### config.mk
export PLATFORM = sky130hd
export DESIGN_NAME = asi_rmem
export DESIGN_NICKNAME = d
export VERILOG_FILES = /design/src/rtl/asi_pkg.sv /design/src/rtl/asi_dly_pipe.sv /design/src/rtl/asi_rmem.sv
export SDC_FILE = /design/constraint.sdc
export NUM_CORES = 1
export LEC_CHECK = 0
export ABC_AREA = 1
export BUFFER_PORTS_ARGS = -buffer_cell sky130_fd_sc_hd__buf_2
export CORE_MARGIN = 4
export CORE_UTILIZATION = 55
export CTS_BUF_LIST = sky130_fd_sc_hd__clkbuf_8
export DETAILED_ROUTE_END_ITERATION = 16
export PLACE_DENSITY = 0.87
export RECOVER_POWER = 25
export SLEW_MARGIN = 40
export SYNTH_ARGS = -nofsm -noshare
export SYNTH_HDL_FRONTEND = slang
export SYNTH_SLANG_ARGS = --single-unit
### constraint.sdc
create_clock -name usr_clk -period 6.65 [get_ports usr_clk]
set_input_delay 0.3325 -clock usr_clk [delete_from_list [all_inputs] [get_ports usr_clk]]
set_output_delay 0.3325 -clock usr_clk [all_outputs]
set_load 0.01 [all_outputs]
### src/rtl/asi_pkg.sv
// Shared AXI slave interface constants, the read-beat sideband record and
// the byte-lane helpers used by the read memory stage.
package asi_pkg;

  localparam int AXI_AW         = 32;
  localparam int AXI_DW         = 64;
  localparam int AXI_SW         = 3;
  localparam int SLV_BYTEW      = AXI_DW / 8;
  localparam int SLV_BYTEW_LOG2 = $clog2(SLV_BYTEW);

  // Sideband that travels with a read beat while the SRAM is busy
  typedef struct packed {
    logic                 err;
    logic                 hit;
    logic [SLV_BYTEW-1:0] lanes;
    logic                 last;
  } rmem_beat_t;

  // Active byte lanes for a beat of 2^size bytes at byte offset off within
  // the word. The size container is aligned down, and lanes below the
  // address offset are dropped for unaligned beats. Oversize beats get a
  // full-word mask; they are errors and their data is zeroed anyway.
  function automatic logic [SLV_BYTEW-1:0] lane_mask(
    input logic [AXI_SW-1:0]         size,
    input logic [SLV_BYTEW_LOG2-1:0] off
  );
    logic [SLV_BYTEW_LOG2:0]   nbytes;
    logic [SLV_BYTEW_LOG2-1:0] base;
    logic [2*SLV_BYTEW-1:0]    m;
    if (size > AXI_SW'(SLV_BYTEW_LOG2)) begin
      nbytes = (SLV_BYTEW_LOG2+1)'(SLV_BYTEW);
    end else begin
      nbytes = (SLV_BYTEW_LOG2+1)'(1) << size;
    end
    base = off & ~SLV_BYTEW_LOG2'(nbytes - (SLV_BYTEW_LOG2+1)'(1));
    m    = ((2*SLV_BYTEW)'(1) << nbytes) - (2*SLV_BYTEW)'(1);
    m    = m << base;
    m    = m & ~(((2*SLV_BYTEW)'(1) << off) - (2*SLV_BYTEW)'(1));
    return m[SLV_BYTEW-1:0];
  endfunction

  // Expand a per-byte lane mask into a per-bit data mask
  function automatic logic [AXI_DW-1:0] lane_bits(input logic [SLV_BYTEW-1:0] lanes);
    logic [AXI_DW-1:0] b;
    b = '0;
    for (int i = 0; i < SLV_BYTEW; i++) begin
      b[i*8 +: 8] = {8{lanes[i]}};
    end
    return b;
  endfunction

endpackage

### src/rtl/asi_dly_pipe.sv
// Fixed-depth valid/data delay line. Only the valid bits are reset unless
// DATA_RST is set; data stages load only when their input is valid, so the
// last stage holds the most recent beat while the line is idle.
module asi_dly_pipe #(
  parameter int DEPTH    = 1,
  parameter int W        = 8,
  parameter bit DATA_RST = 1'b0
) (
  input  logic         clk,
  input  logic         rst,
  input  logic         in_valid,
  input  logic [W-1:0] in_data,
  output logic         out_valid,
  output logic [W-1:0] out_data
);

  if (DEPTH == 0) begin : g_wire
    assign out_valid = in_valid;
    assign out_data  = in_data;
  end else begin : g_pipe
    logic [DEPTH-1:0] valid_r;
    logic [W-1:0]     data_r [DEPTH];

    // Shift the valid bits one stage per cycle; reset drops all beats
    always_ff @(posedge clk or posedge rst) begin
      if (rst) begin
        valid_r <= '0;
      end else begin
        valid_r[0] <= in_valid;
        for (int i = 1; i < DEPTH; i++) begin
          valid_r[i] <= valid_r[i-1];
        end
      end
    end

    if (DATA_RST) begin : g_drst
      // Advance data only with a valid beat; cleared by reset
      always_ff @(posedge clk or posedge rst) begin
        if (rst) begin
          for (int i = 0; i < DEPTH; i++) data_r[i] <= '0;
        end else begin
          if (in_valid) data_r[0] <= in_data;
          for (int i = 1; i < DEPTH; i++) begin
            if (valid_r[i-1]) data_r[i] <= data_r[i-1];
          end
        end
      end
    end else begin : g_dnr
      // Advance data only with a valid beat; no reset needed
      always_ff @(posedge clk) begin
        if (in_valid) data_r[0] <= in_data;
        for (int i = 1; i < DEPTH; i++) begin
          if (valid_r[i-1]) data_r[i] <= data_r[i-1];
        end
      end
    end

    assign out_valid = valid_r[DEPTH-1];
    assign out_data  = data_r[DEPTH-1];
  end

endmodule

### src/rtl/asi_rmem.sv
// User-side read stage of the AXI slave: turns per-beat read strobes into
// SRAM reads with range/size checking, byte-lane masking and a one-word
// hold register, returning each beat exactly SLV_WS cycles after m_re.
module asi_rmem
  import asi_pkg::*;
#(
  parameter int               SLV_WS    = 2,
  parameter int               MEM_LAT   = 1,
  parameter int               MEM_AW    = 12,
  parameter logic [AXI_AW-1:0] BASE_ADDR = '0,
  parameter bit               LANE_MASK = 1'b1
) (
  input  logic              usr_clk,
  input  logic              usr_reset,
  input  logic              m_re,
  input  logic [AXI_AW-1:0] m_raddr,
  input  logic [AXI_SW-1:0] m_rsize,
  input  logic              m_rlast,
  output logic [AXI_DW-1:0] m_rdata,
  output logic              m_rvalid,
  output logic              m_rslverr,
  output logic              mem_re,
  output logic [MEM_AW-1:0] mem_addr,
  input  logic [AXI_DW-1:0] mem_q,
  input  logic              inv
);

  localparam int WORD_W = AXI_AW - SLV_BYTEW_LOG2;

  logic [AXI_AW:0]     off;
  logic [WORD_W-1:0]   word;
  logic                range_err;
  logic                size_err;
  logic                err;
  logic                hit;
  rmem_beat_t          issue_beat;
  logic                tag_valid;
  logic [MEM_AW-1:0]   tag_word;
  logic                ret_valid;
  rmem_beat_t          ret_beat;
  logic [AXI_DW-1:0]   hold_q;
  logic [AXI_DW-1:0]   raw;
  logic [AXI_DW-1:0]   shaped;
  logic [AXI_DW:0]     out_in;
  logic [AXI_DW:0]     out_q;

  // Issue stage: locate the word, flag bad beats, decide hit vs SRAM read
  always_comb begin
    off       = {1'b0, m_raddr} - {1'b0, BASE_ADDR};
    word      = off[AXI_AW-1:SLV_BYTEW_LOG2];
    range_err = off[AXI_AW] | ((word >> MEM_AW) != '0);
    size_err  = m_rsize > AXI_SW'(SLV_BYTEW_LOG2);
    err       = range_err | size_err;
    // A coincident invalidate forces a miss so the beat sees fresh data
    hit       = tag_valid & ~inv & ~err & (word[MEM_AW-1:0] == tag_word);
    mem_re    = m_re & ~err & ~hit & ~usr_reset;
    if (mem_re) begin
      mem_addr = word[MEM_AW-1:0];
    end else begin
      mem_addr = '0;
    end
    issue_beat.err   = err;
    issue_beat.hit   = hit;
    issue_beat.lanes = lane_mask(m_rsize, off[SLV_BYTEW_LOG2-1:0]);
    issue_beat.last  = m_rlast;
  end

  // Hold-register tag: track the last good word read; invalidate wins
  always_ff @(posedge usr_clk or posedge usr_reset) begin
    if (usr_reset) begin
      tag_valid <= 1'b0;
      tag_word  <= '0;
    end else if (inv) begin
      tag_valid <= 1'b0;
    end else if (m_re && !err) begin
      tag_valid <= 1'b1;
      tag_word  <= word[MEM_AW-1:0];
    end
  end

  asi_dly_pipe #(
    .DEPTH    (MEM_LAT),
    .W        ($bits(rmem_beat_t)),
    .DATA_RST (1'b0)
  ) u_ret_pipe (
    .clk       (usr_clk),
    .rst       (usr_reset),
    .in_valid  (m_re),
    .in_data   (issue_beat),
    .out_valid (ret_valid),
    .out_data  (ret_beat)
  );

  // Return stage: choose hold vs SRAM data, then mask lanes / zero errors
  always_comb begin
    if (ret_beat.hit) begin
      raw = hold_q;
    end else begin
      raw = mem_q;
    end
    if (ret_beat.err) begin
      shaped = '0;
    end else if (LANE_MASK) begin
      shaped = raw & lane_bits(ret_beat.lanes);
    end else begin
      shaped = raw;
    end
    out_in = {ret_beat.err, shaped};
  end

  // Capture each fresh SRAM word so later same-word beats can reuse it
  always_ff @(posedge usr_clk or posedge usr_reset) begin
    if (usr_reset) begin
      hold_q <= '0;
    end else if (ret_valid && !ret_beat.err && !ret_beat.hit) begin
      hold_q <= mem_q;
    end
  end

  asi_dly_pipe #(
    .DEPTH    (SLV_WS - MEM_LAT),
    .W        (AXI_DW + 1),
    .DATA_RST (1'b1)
  ) u_out_pipe (
    .clk       (usr_clk),
    .rst       (usr_reset),
    .in_valid  (ret_valid),
    .in_data   (out_in),
    .out_valid (m_rvalid),
    .out_data  (out_q)
  );

  assign m_rdata   = out_q[AXI_DW-1:0];
  assign m_rslverr = m_rvalid & out_q[AXI_DW];

endmodule
# Yosys cells after proc, flatten, opt, wreduce, memory -nomap -nowiden
# Memory sizes are Yosys's and may differ from the RTL's.
# Index checks and enable logic that the tools add are counted.
# classes
add_sub_neg	3
magnitude_cmp	1
shifts	4
n_eq_ne	1
n_reduce_logical	9
n_bitwise	17
muxes	8
# op_table
cell	n
$mux 64	2
$and 64x64->64	1
$reduce_bool 29->1	1
$shl 1x4->16 const A	1
$shl 16x3->8	1
$sub 16x2->16 const B	1
$eq 12x12->1	1
$mux 12	1
$and 8x8->8	1
$not 8->8	1
$shl 1x3->8 const A	1
$sub 8x1->8 const B	1
$and 1x1->1	7
$mux 1	4
$mux 4	1
$not 1->1	4
$shl 1x3->4 const A	1
$and 3x3->3	1
$gt 3x2->1 const B	1
$logic_and 1x1->1	3
$logic_not 1->1	3
$not 3->3	1
$sub 3x1->3 const B	1
$reduce_and 2->1	1
2 further kinds	2
# totals
word_cells	50
mem_count	1
out_inout_bits	79
ramBits	11
ff_bits	144
in_bits	104
# memory_table
memory	depth	word_bits	rd	rd_clocked_by_memory_dff	write_ports	line	text
u_ret_pipe.g_pipe.data_r	1	11	1	0	1	asi_dly_pipe.sv:22	logic [W-1:0] data_r [DEPTH];

# Logic depth before layout (Yosys ltp)
# Gate-level depths: netlist (run 1).
# logic_depth
ltp_word	9
mapped_depth	14

# By module
# Synthesis (run 1) repeated with hierarchy kept, for this count alone.
# unflattened
cells_unflattened	963
hier_area_um2	7706.1
# by_module_without_submodules
mod	n_inst	area_each_um2	cells_each
asi_rmem	1	4845.9	673
asi_dly_pipe (u_out_pipe)	1	2501.1	277
asi_dly_pipe (u_ret_pipe)	1	359.1	13

# Worst setup path after synthesis (run 1)
# Ideal clock, no wire load.
# synth_path
path_type	input -> register
startpoint	input port m_rsize[1]
endpoint	memory u_ret_pipe.g_pipe.data_r[0][7] in the netlist's numbering, data pin
stages	14
arrival_time_ns	1.910
slack_ns	4.481
required_ns	6.391
n_path_buf	0
cell_sequence	nor2_8 > inv_1 > nor2_1 > inv_1 > ha_1 > nand2_4 > ha_1 > inv_1 > nand3_1 > nand3_1 > o211ai_2 > nand3_1 > o21ai_0 > a21oi_1
# synth_rtl
item	line	text
start: declaration	asi_rmem.sv:17	input logic [AXI_SW-1:0] m_rsize,
end: declaration	asi_dly_pipe.sv:22	

==> results.cfg, run 1 <==
[status]
status = finished with violations
failed_checks = max-capacitance violations, max-slew violations

[drt]
vias = 5984
ant_nets = 0
drt-initial-drc-count = 457
via_per_inst = 5.119
wl_per_cell_microns = 14.00
drc = 0
drt_pass1_iterations = 5
wl_microns = 16370

[clock_tree]
cts-root-buf = clkbuf_8
post_cts_resized = 0
cts_buffers = 17
cts.sinks = 154
tritoncts = done
htree_levels = 4
clk_path_buf_depth = 2
holdBufCountCts = 0
clock_latency_ns = 0.44
cts.reportedPaths.clkPinSlew_ns = 0.07
cts_setup_buffers = 0

[timing]
drv_slew = 77
setup_slack_ns = 4.132
timing.setup.tns_ns = 0
whs_ns = 0.1165
slew_headroom_pct = -125.2
rsz0062_at_grt = no
fin_crit_sh_pct = 37.86
hold_viol = 0
worst_slew_pin_slew_ns = 3.360
skew_ns = 0.01131
finalCriticalPeriod_ns = 2.518
setup_viol = 0
clock.fmax_mhz = 397.1

[power]
ir_drop_mv = 0.1326
powerDensity_nw_per_um2 = 247.4
leakagePower_nw = 4.650

[layout]
fin_nets = 1089
stdcell_area_sq_um = 8767
drive_above_1_share_pct = 29.32
num-fill-cells = 1173
areaGrowthSynthToFinish_pct = 12.29
final_cell_mix = nand2_1 (198), buf_2 (179), o21ai_0 (151), dfrtp_1 (144), inv_1 (79)
final_common_cell = nand2_1
diodes = 0
finish.utilization_pct = 63.16

[synthesis]
netlist_area_sq_um = 7807
yosys_warnings = 0
synthDistinctLibCells = 43
ys_seq_elements = 154
synthCells = 872
synth-edff-count = 10
synth-seq-area-share_pct = 50.00
synth-async-reset-ratio_pct = 93.51
synth_ff_type = dfrtp_1
synthesis.nets = 983
syn_area_per_cell_sq_um = 8.954

[global_routing]
grt_max_degree = 108
overflow = 0
grt_usage_pct = 21.14
antenna_found_initial = 0
grt_pass1_wl_microns = 27870
first_global_vias = 5897

[die]
die_h_microns = 127.1
die_x_microns = 127.1
die-area_sq_um = 16170
rows = 43
initial_core_util_pct = 56.25
fp.coreArea_sq_um = 13880
io_pins = 183

[worst_setup_path]
end_kind = asynchronous set/reset pin
crit_chain = clkbuf_1, clkinvlp_2, buf_6
critical_path_class = input port to asynchronous set/reset pin
crit_required_ns = 7.17
cp_max_fo = 76
slowest_delay_ns = 1.89
slowest_stage = clkinvlp_2
cp-start-kind = input port
worstPathArrival_ns = 3.04

[placement]
pre_cts_ws_ns = 3.998
postPlaceCellArea_sq_um = 8343
port_buffers = 181
place_hpwl_microns = 11390
gp_congestion = 0.8966

[min_path]
worstHoldPathType = input port to flip-flop

[run]
drv_cap = 1
==> cells in the mapped netlist (7+ instances only) <==
| cell | instances | area, sq um |
|---|---|---|
| buf_2 | 10 | 50.05 |
| buf_4 | 64 | 480.5 |
| clkbuf_1 | 16 | 60.06 |
| dfrtp_1 | 144 | 3603 |
| edfxtp_1 | 10 | 300.3 |
| ha_1 | 7 | 87.58 |
| inv_1 | 81 | 304.0 |
| mux2_2 | 21 | 236.5 |
| mux2i_1 | 21 | 210.2 |
| nand2_1 | 199 | 747.0 |
| nand2_2 | 12 | 75.07 |
| nand3_1 | 25 | 125.1 |
| nor2_1 | 25 | 93.84 |
| nor2_2 | 13 | 81.33 |
| o21ai_0 | 151 | 755.7 |
| o21ai_2 | 16 | 140.1 |
==> power breakdown <==
part / internal [mW] / total (mW) / leakage [nW] / switching, mW
Clock: 0.453 / 0.777 / 0.232 / 0.324
Combinational: 0.123 / 0.299 / 2.47 / 0.176
Sequential: 1.05 / 1.09 / 1.95 / 0.0474
Total: 1.62 / 2.17 / 4.65 / 0.548
==> logic make-up after synthesis <==
family | after synthesis | share of synthesized area [%]
buffers and inverters | 182 | 12.37
adder cells (fa/ha/maj) | 7 | 1.122
AND/OR/NAND/NOR | 291 | 16.73
AO/OA/AOI/OAI | 188 | 13.16
flip-flops | 154 | 50.00
multiplexers | 42 | 5.721
XOR/XNOR | 8 | 0.8975
==> worst max-delay path: cells and delay by family <==
kind	cells	cell delay, ns
buf+inv	3	2.65
==> sequential cells by signal, summed over array words and instances, names as in the netlist <==
| signal | cells |
|---|---|
| u_out_pipe.out_data | 65 |
| tag_valid | 1 |
| u_ret_pipe.g_pipe.data_r | 10 |
| u_out_pipe.out_valid | 1 |
| hold_q | 64 |
| u_ret_pipe.out_valid | 1 |
| tag_word | 12 |
==> layout make-up <==
cell class                      instances  area [sq um]  area share, %
Sequential cell                       154          3904          44.53
Multi-Input combinational cell        536          2942          33.55
Timing Repair Buffer                  185         937.1          10.69
Inverter                               84         316.6          3.611
Clock buffer                           22         302.8          3.454
Tap cell                              180         225.2          2.569
Clock inverter                          8         140.1          1.598
==> per-layer routing <==
metal,global-route usage (%),vias to the layer above,routed length (microns)
li1,-,2981,-
met1,27.43,2807,6934
met2,35.43,177,8204
met3,4.515,19,951
met4,7.192,0,280
met5,0,-,0
==> through the flow <==
step,instances,power [mW]
after CTS,1169,2.192
after global routing,1169,2.288
after detailed placement,1139,1.415
after global placement,1139,1.396
final,1169,2.169
after floorplan,872,1.332
==> path summary, 6_finish.rpt <==
path	to	slack [ns]	startpoint	depth (start not counted)
min	tag_valid	0.12	inv	2
max in group usr_clk	hold_q[14]	4.15	u_ret_pipe.g_pipe.data_r[0][9]	5
max reg2reg	hold_q[14]	4.15	u_ret_pipe.g_pipe.data_r[0][9]	5
min reg2reg	u_out_pipe.out_valid	0.42	u_ret_pipe.out_valid	0
max	u_out_pipe.out_data[36]	4.13	usr_reset	3
min in group asynchronous	tag_word[1]	0.87	usr_reset	2
(Power assumes the default switching activity.)
==> run 2, diff against run 1 <==
--- a/config.mk
+++ b/config.mk
@@ -8,10 +8,10 @@
 export ABC_AREA = 1
 export BUFFER_PORTS_ARGS = -buffer_cell sky130_fd_sc_hd__buf_2
 export CORE_MARGIN = 4
-export CORE_UTILIZATION = 55
+export CORE_UTILIZATION = 51
 export CTS_BUF_LIST = sky130_fd_sc_hd__clkbuf_8
 export DETAILED_ROUTE_END_ITERATION = 16
-export PLACE_DENSITY = 0.87
+export PLACE_DENSITY = 0.85
 export RECOVER_POWER = 25
 export SLEW_MARGIN = 40
 export SYNTH_ARGS = -nofsm -noshare
==> constraint.sdc (replaced) <==
create_clock -name usr_clk -period 2.1 [get_ports usr_clk]
set_input_delay 0.105 -clock usr_clk [delete_from_list [all_inputs] [get_ports usr_clk]]
set_output_delay 0.105 -clock usr_clk [all_outputs]
set_load 0.01 [all_outputs]
==> run 2 against run 1 <==
Against the previous run: highest routed layer unchanged; flip-flop and latch count is the same; largest cell class unchanged; critical path type is now flip-flop to output pin; worst setup slack worse by 4.0 ns; register-to-register slack worse by 3.6 ns; the flow now finishes without violations.
==> results.cfg, run 2 (synthesis results as in run 1) <==
[placement]
place_hpwl_microns = 11790
gp_congestion = 0.8424
postPlaceCellArea_sq_um = 8469
pre_cts_ws_ns = 0.05439
port_buffers = 181

[drt]
ant_nets = 0
via_per_inst = 5.120
drc = 0
drt-initial-drc-count = 330
wl_microns = 18900
drt_pass1_iterations = 5
vias = 6503
wl_per_cell_microns = 14.88

[power]
seq_power_share_pct = 50.4
powerDensity_nw_per_um2 = 710.5
power.switching_mw = 1.836
leakagePower_nw = 5.050
ir_drop_mv = 0.3253
p_int_mw = 5.040
p_comb_share_pct = 16.0
swShare_pct = 26.70
clock_power_share_pct = 33.6

[timing]
worst_slew_pin_slew_ns = 0.8474
rsz0062_at_grt = yes
timing.setup.tns_ns = 0
clock.fmax_mhz = 505.3
setup_viol = 0
finalCriticalPeriod_ns = 1.979
hold_viol = 0
setup_slack_ns = 0.1211
skew_ns = 0.01513
drv_slew = 0
fin_crit_sh_pct = 94.23
slew_headroom_pct = 43.20

[global_routing]
antenna_found_initial = 3
overflow = 0
grt_max_degree = 85
first_global_vias = 6387
grt_usage_pct = 22.01
grt_pass1_wl_microns = 31590

[layout]
finish.utilization_pct = 65.60
final_common_cell = nand2_1
final_cell_mix = nand2_1 (198), buf_2 (181), o21ai_0 (151), dfrtp_1 (144), inv_1 (80)
stdcell_area_sq_um = 9678
fin_nets = 1181
largest_reg_flops = 65
drive_above_1_share_pct = 28.35
areaGrowthSynthToFinish_pct = 23.96

[die]
io_pins = 183
initial_core_util_pct = 52.92
fp.coreArea_sq_um = 14750
rows = 44
die_x_microns = 131.7
die-area_sq_um = 17350
die_h_microns = 131.7

[worst_setup_path]
crit_chain = xor2_1, nor2_1, nand3b_1, nor2_2, nand3b_4, nand2_8, nor2_1, buf_2
crit_top_cell = nor2_1
cp_max_fo = 13
crit_required_ns = 2.00
slowest_stage = dfrtp_1
end_kind = output pin
cp-start-kind = flip-flop
slowest_delay_ns = 0.40
worstPathArrival_ns = 1.87
critical_path_class = flip-flop to output pin

[clock_tree]
cts.reportedPaths.clkPinSlew_ns = 0.09
clock_latency_ns = 0.43
cts-root-buf = clkbuf_8
tritoncts = done
htree_levels = 4
clk_path_buf_depth = 2
cts_setup_buffers = 0
cts_buffers = 17
cts.sinks = 154

[run]
drv_cap = 0

[min_path]
worstHoldPathType = input port to flip-flop

[status]
status = complete, no violations
run 2: cell count changes in the layout (fill, tap and decap cells not counted), sizes merged:
cell / change
buf: +12
bufinv: -1
clkbuf: -2
clkinv: +3
clkinvlp: +1
diode: +3
dlygate4sd3: +79
inv: +2
run 2: critical path, delay by kind of cell (launching register included):
kind | cells | cell delay, ns
XOR/XNOR | 1 | 0.17
buffers and inverters | 1 | 0.14
flip-flops | 1 | 0.40
AND/OR/NAND/NOR | 6 | 0.72
run 2: power by group through the flow:
stage               sequential, mW  clock (mW)  combinational (mW)
finish                        3.47        2.31                1.10
CTS                           3.46        2.35                1.10
global placement              3.50           0               0.953
detailed placement            3.52           0               0.981
global route                  3.50        2.50                1.24
floorplan                     3.48           0               0.742
run 2: through the flow:
stage | total power [mW] | hold WS (ns) | instances
floorplan | 4.220 | 0.1364 | 872
global placement | 4.452 | 0.1462 | 1156
detailed placement | 4.500 | 0.1508 | 1156
CTS | 6.911 | 0.01144 | 1267
global route | 7.240 | 0.04805 | 1270
finish | 6.877 | 0.05104 | 1270
run 2: routing by layer:
metal  global-route usage [%]  vias up  routed length [microns]
met1                    27.10     3070                     7808
li1                         -     3170                        -
met2                    37.39      212                     9639
met4                    9.977        0                      615
met3                    4.618       51                      840
met5                        0        -                        0
run 2: layout make-up:
cell class | count | area [sq um]
diodes | 3 | 7.507
inverters | 84 | 316.6
fillers | 1160 | 5076
flip-flops and latches | 154 | 3904
well taps | 184 | 230.2
repair buffers | 277 | 1853
multi-input cells | 536 | 2957
clock inverters | 13 | 148.9
clock buffers | 19 | 261.5
run 2: final timing paths:
| path | from | end | slack, ns | depth (start not counted) |
|---|---|---|---|---|
| max reg2reg | u_ret_pipe.g_pipe.data_r[0][10] | hold_q[39] | 0.51 | 5 |
| min | m_raddr[2] | u_ret_pipe.g_pipe.data_r[0][4] | 0.05 | 2 |
| min in group asynchronous | usr_reset | tag_word[10] | 0.37 | 3 |
| max in group asynchronous | usr_reset | u_out_pipe.out_data[47] | 0.63 | 4 |
| min reg2reg | u_ret_pipe.out_valid | u_out_pipe.out_valid | 0.42 | 0 |
| max | tag_word[2] | mem_addr[1] | 0.12 | 8 |
run 2: what timing repair did:
action	4_1_cts	5_1_grt
hold endpoints to repair	122	0
endpoints found under the setup margin	12	13
gates resized for setup	1	2
hold buffers	79	0
==> run 3, diff against run 2 <==
--- a/config.mk
+++ b/config.mk
@@ -6,12 +6,12 @@
 export NUM_CORES = 1
 export LEC_CHECK = 0
 export ABC_AREA = 1
-export BUFFER_PORTS_ARGS = -buffer_cell sky130_fd_sc_hd__buf_2
 export CORE_MARGIN = 4
-export CORE_UTILIZATION = 51
+export CORE_UTILIZATION = 55
 export CTS_BUF_LIST = sky130_fd_sc_hd__clkbuf_8
 export DETAILED_ROUTE_END_ITERATION = 16
-export PLACE_DENSITY = 0.85
+export DONT_BUFFER_PORTS = 1
+export PLACE_DENSITY = 0.79
 export RECOVER_POWER = 25
 export SLEW_MARGIN = 40
 export SYNTH_ARGS = -nofsm -noshare
==> run 3 against run 2 <==
Against the previous run: sequential share of layout area increased by 4.2 points; worst setup slack improved by 0.070 ns; critical path depth down 1; via count fell by 13%; critical endpoint is now mem_addr[11].
==> results.cfg, run 3 (synthesis results as in run 1) <==
[timing]
timing.setup.tns_ns = 0
skew_ns = 0.01160
finalCriticalPeriod_ns = 1.909
hold_viol = 0
fin_crit_sh_pct = 90.90
setup_slack_ns = 0.1911
rsz0062_at_grt = no
worst_slew_pin_slew_ns = 1.074
slew_headroom_pct = 28.04
drv_slew = 0
clock.fmax_mhz = 523.9
setup_viol = 0

[placement]
postPlaceCellArea_sq_um = 7526
gp_congestion = 0.8438
port_buffers = 0
pre_cts_ws_ns = 0.04376
place_hpwl_microns = 11000
dp.cells = 965

[drt]
drt_pass1_iterations = 5
drt-initial-drc-count = 380
via_per_inst = 5.255
drc = 0
wl_microns = 16960
ant_nets = 0
drt-met1-wl_microns = 7044
wl_per_cell_microns = 15.70
vias = 5675
wl_met3_microns = 903
met2_wirelength_microns = 8509
highest_layer = met5

[layout]
final_common_cell = nand2_1
final_cells = 1080
drive_above_1_share_pct = 13.22
fin_nets = 999
areaGrowthSynthToFinish_pct = 12.15
diodes = 0
finish.utilization_pct = 63.08
num-fill-cells = 1108
stdcell_area_sq_um = 8756
largest_reg_flops = 65
final_cell_mix = nand2_1 (198), o21ai_0 (151), dfrtp_1 (144), dlygate4sd3_1 (84), inv_1 (79)

[worst_setup_path]
path_buf_inv = 0
cp_top_family = simple AND/OR/NAND/NOR gates
path_depth = 7
worstPathArrival_ns = 1.80
reg2reg_from = u_ret_pipe.g_pipe.data_r[0][10]
critical_path_class = flip-flop to output pin
rr_worst_depth = 4
slowest_delay_ns = 0.40
crit_required_ns = 2.00
cp-start-kind = flip-flop
cp_max_fo = 13
crit_chain = xor2_1, nor2_1, nand2_1, nor2_1, nand3b_4, nand2_8, nor2_1
slowest_stage = dfrtp_1
worst_r2r_endpoint = hold_q[43]
end_kind = output pin
r2r_setup_slack_ns = 0.43
crit_top_cell = nor2_1

[status]
status = complete, no violations

[die]
fp.coreArea_sq_um = 13880
rows = 43
die_h_microns = 127.1
io_pins = 183
die-area_sq_um = 16170
initial_core_util_pct = 56.25
die_x_microns = 127.1

[clock_tree]
clk_path_buf_depth = 2
cts-root-buf = clkbuf_8
tritoncts = done
htree_levels = 4
clock_latency_ns = 0.45
cts_buffers = 17
cts.sinks = 154
cts.reportedPaths.clkPinSlew_ns = 0.08

[min_path]
hold_depth = 4
hold_start = m_rsize[2]
worstHoldPathType = input port to flip-flop
hold_end = u_ret_pipe.g_pipe.data_r[0][8]

[power]
p_comb_share_pct = 12.3
leakagePower_nw = 4.212
ir_drop_mv = 0.3329
seq_power_share_pct = 53.3
power.switching_mw = 1.760
swShare_pct = 26.55
clock_power_share_pct = 34.3
p_int_mw = 4.869
powerDensity_nw_per_um2 = 757.0

[global_routing]
overflow = 0
antenna_found_initial = 1
grt_usage_pct = 21.81
grt_pass1_wl_microns = 28080
first_global_vias = 5598
grt_max_degree = 85

[run]
drv_cap = 0
-- run 3: worst min-delay path: cells and delay by family --
| kind | cells | cell delay [ns] |
|---|---|---|
| AOI/OAI and AO/OA | 2 | 0.20 |
| and+or+nand+nor | 2 | 0.10 |
-- run 3: stage by stage --
stage	total power, mW	hold WS [ns]
final	6.628	0.06780
after global routing	6.963	0.07337
after CTS	6.685	0.04763
after detailed placement	4.286	0.06035
after global placement	4.243	0.06445
after floorplan	4.220	0.1364
-- run 3: how the worst max path moves through the flow --
stage	start	end	slack (ns)
final	tag_word[6]	mem_addr[11]	0.19
after CTS	tag_word[5]	mem_addr[0]	0.04
after global placement	m_rsize[1]	u_ret_pipe.g_pipe.data_r[0][7]	0.13
after global routing	tag_word[5]	mem_addr[1]	0.05
after detailed placement	m_rsize[1]	u_ret_pipe.g_pipe.data_r[0][7]	0.04
after floorplan	m_rsize[1]	u_ret_pipe.g_pipe.data_r[0][7]	0.16
-- run 3: timing repair --
item | CTS | global route
buffers inserted | 0 | 0
hold endpoints to repair | 224 | 0
gates resized for setup | 0 | 2
hold buffers | 84 | 0
endpoints found under the setup margin | 0 | 13
-- run 3: routing by layer --
metal  track usage [%]  vias to the layer above
li1                  -                     2796
met1             27.11                     2683
met4             8.896                        2
met3             5.936                       40
met5                 0                        -
met2             36.21                      154
-- run 3: area by class of cell --
type                            instances  area [sq um]  share of cell area (%)
Sequential cell                       154          3904                   44.58
Multi-Input combinational cell        536          2959                   33.80
Timing Repair Buffer                   95         950.9                   10.86
Inverter                               84         316.6                   3.615
Clock buffer                           18         247.7                   2.829
Tap cell                              180         225.2                   2.572
Clock inverter                         13         152.6                   1.743
-- run 3: power groups by stage --
stage               Sequential, mW  Clock, mW  Combinational [mW]
detailed placement            3.60          0               0.690
global route                  3.57       2.45               0.942
CTS                           3.54       2.32               0.827
floorplan                     3.48          0               0.742
finish                        3.54       2.28               0.817
global placement              3.58          0               0.665
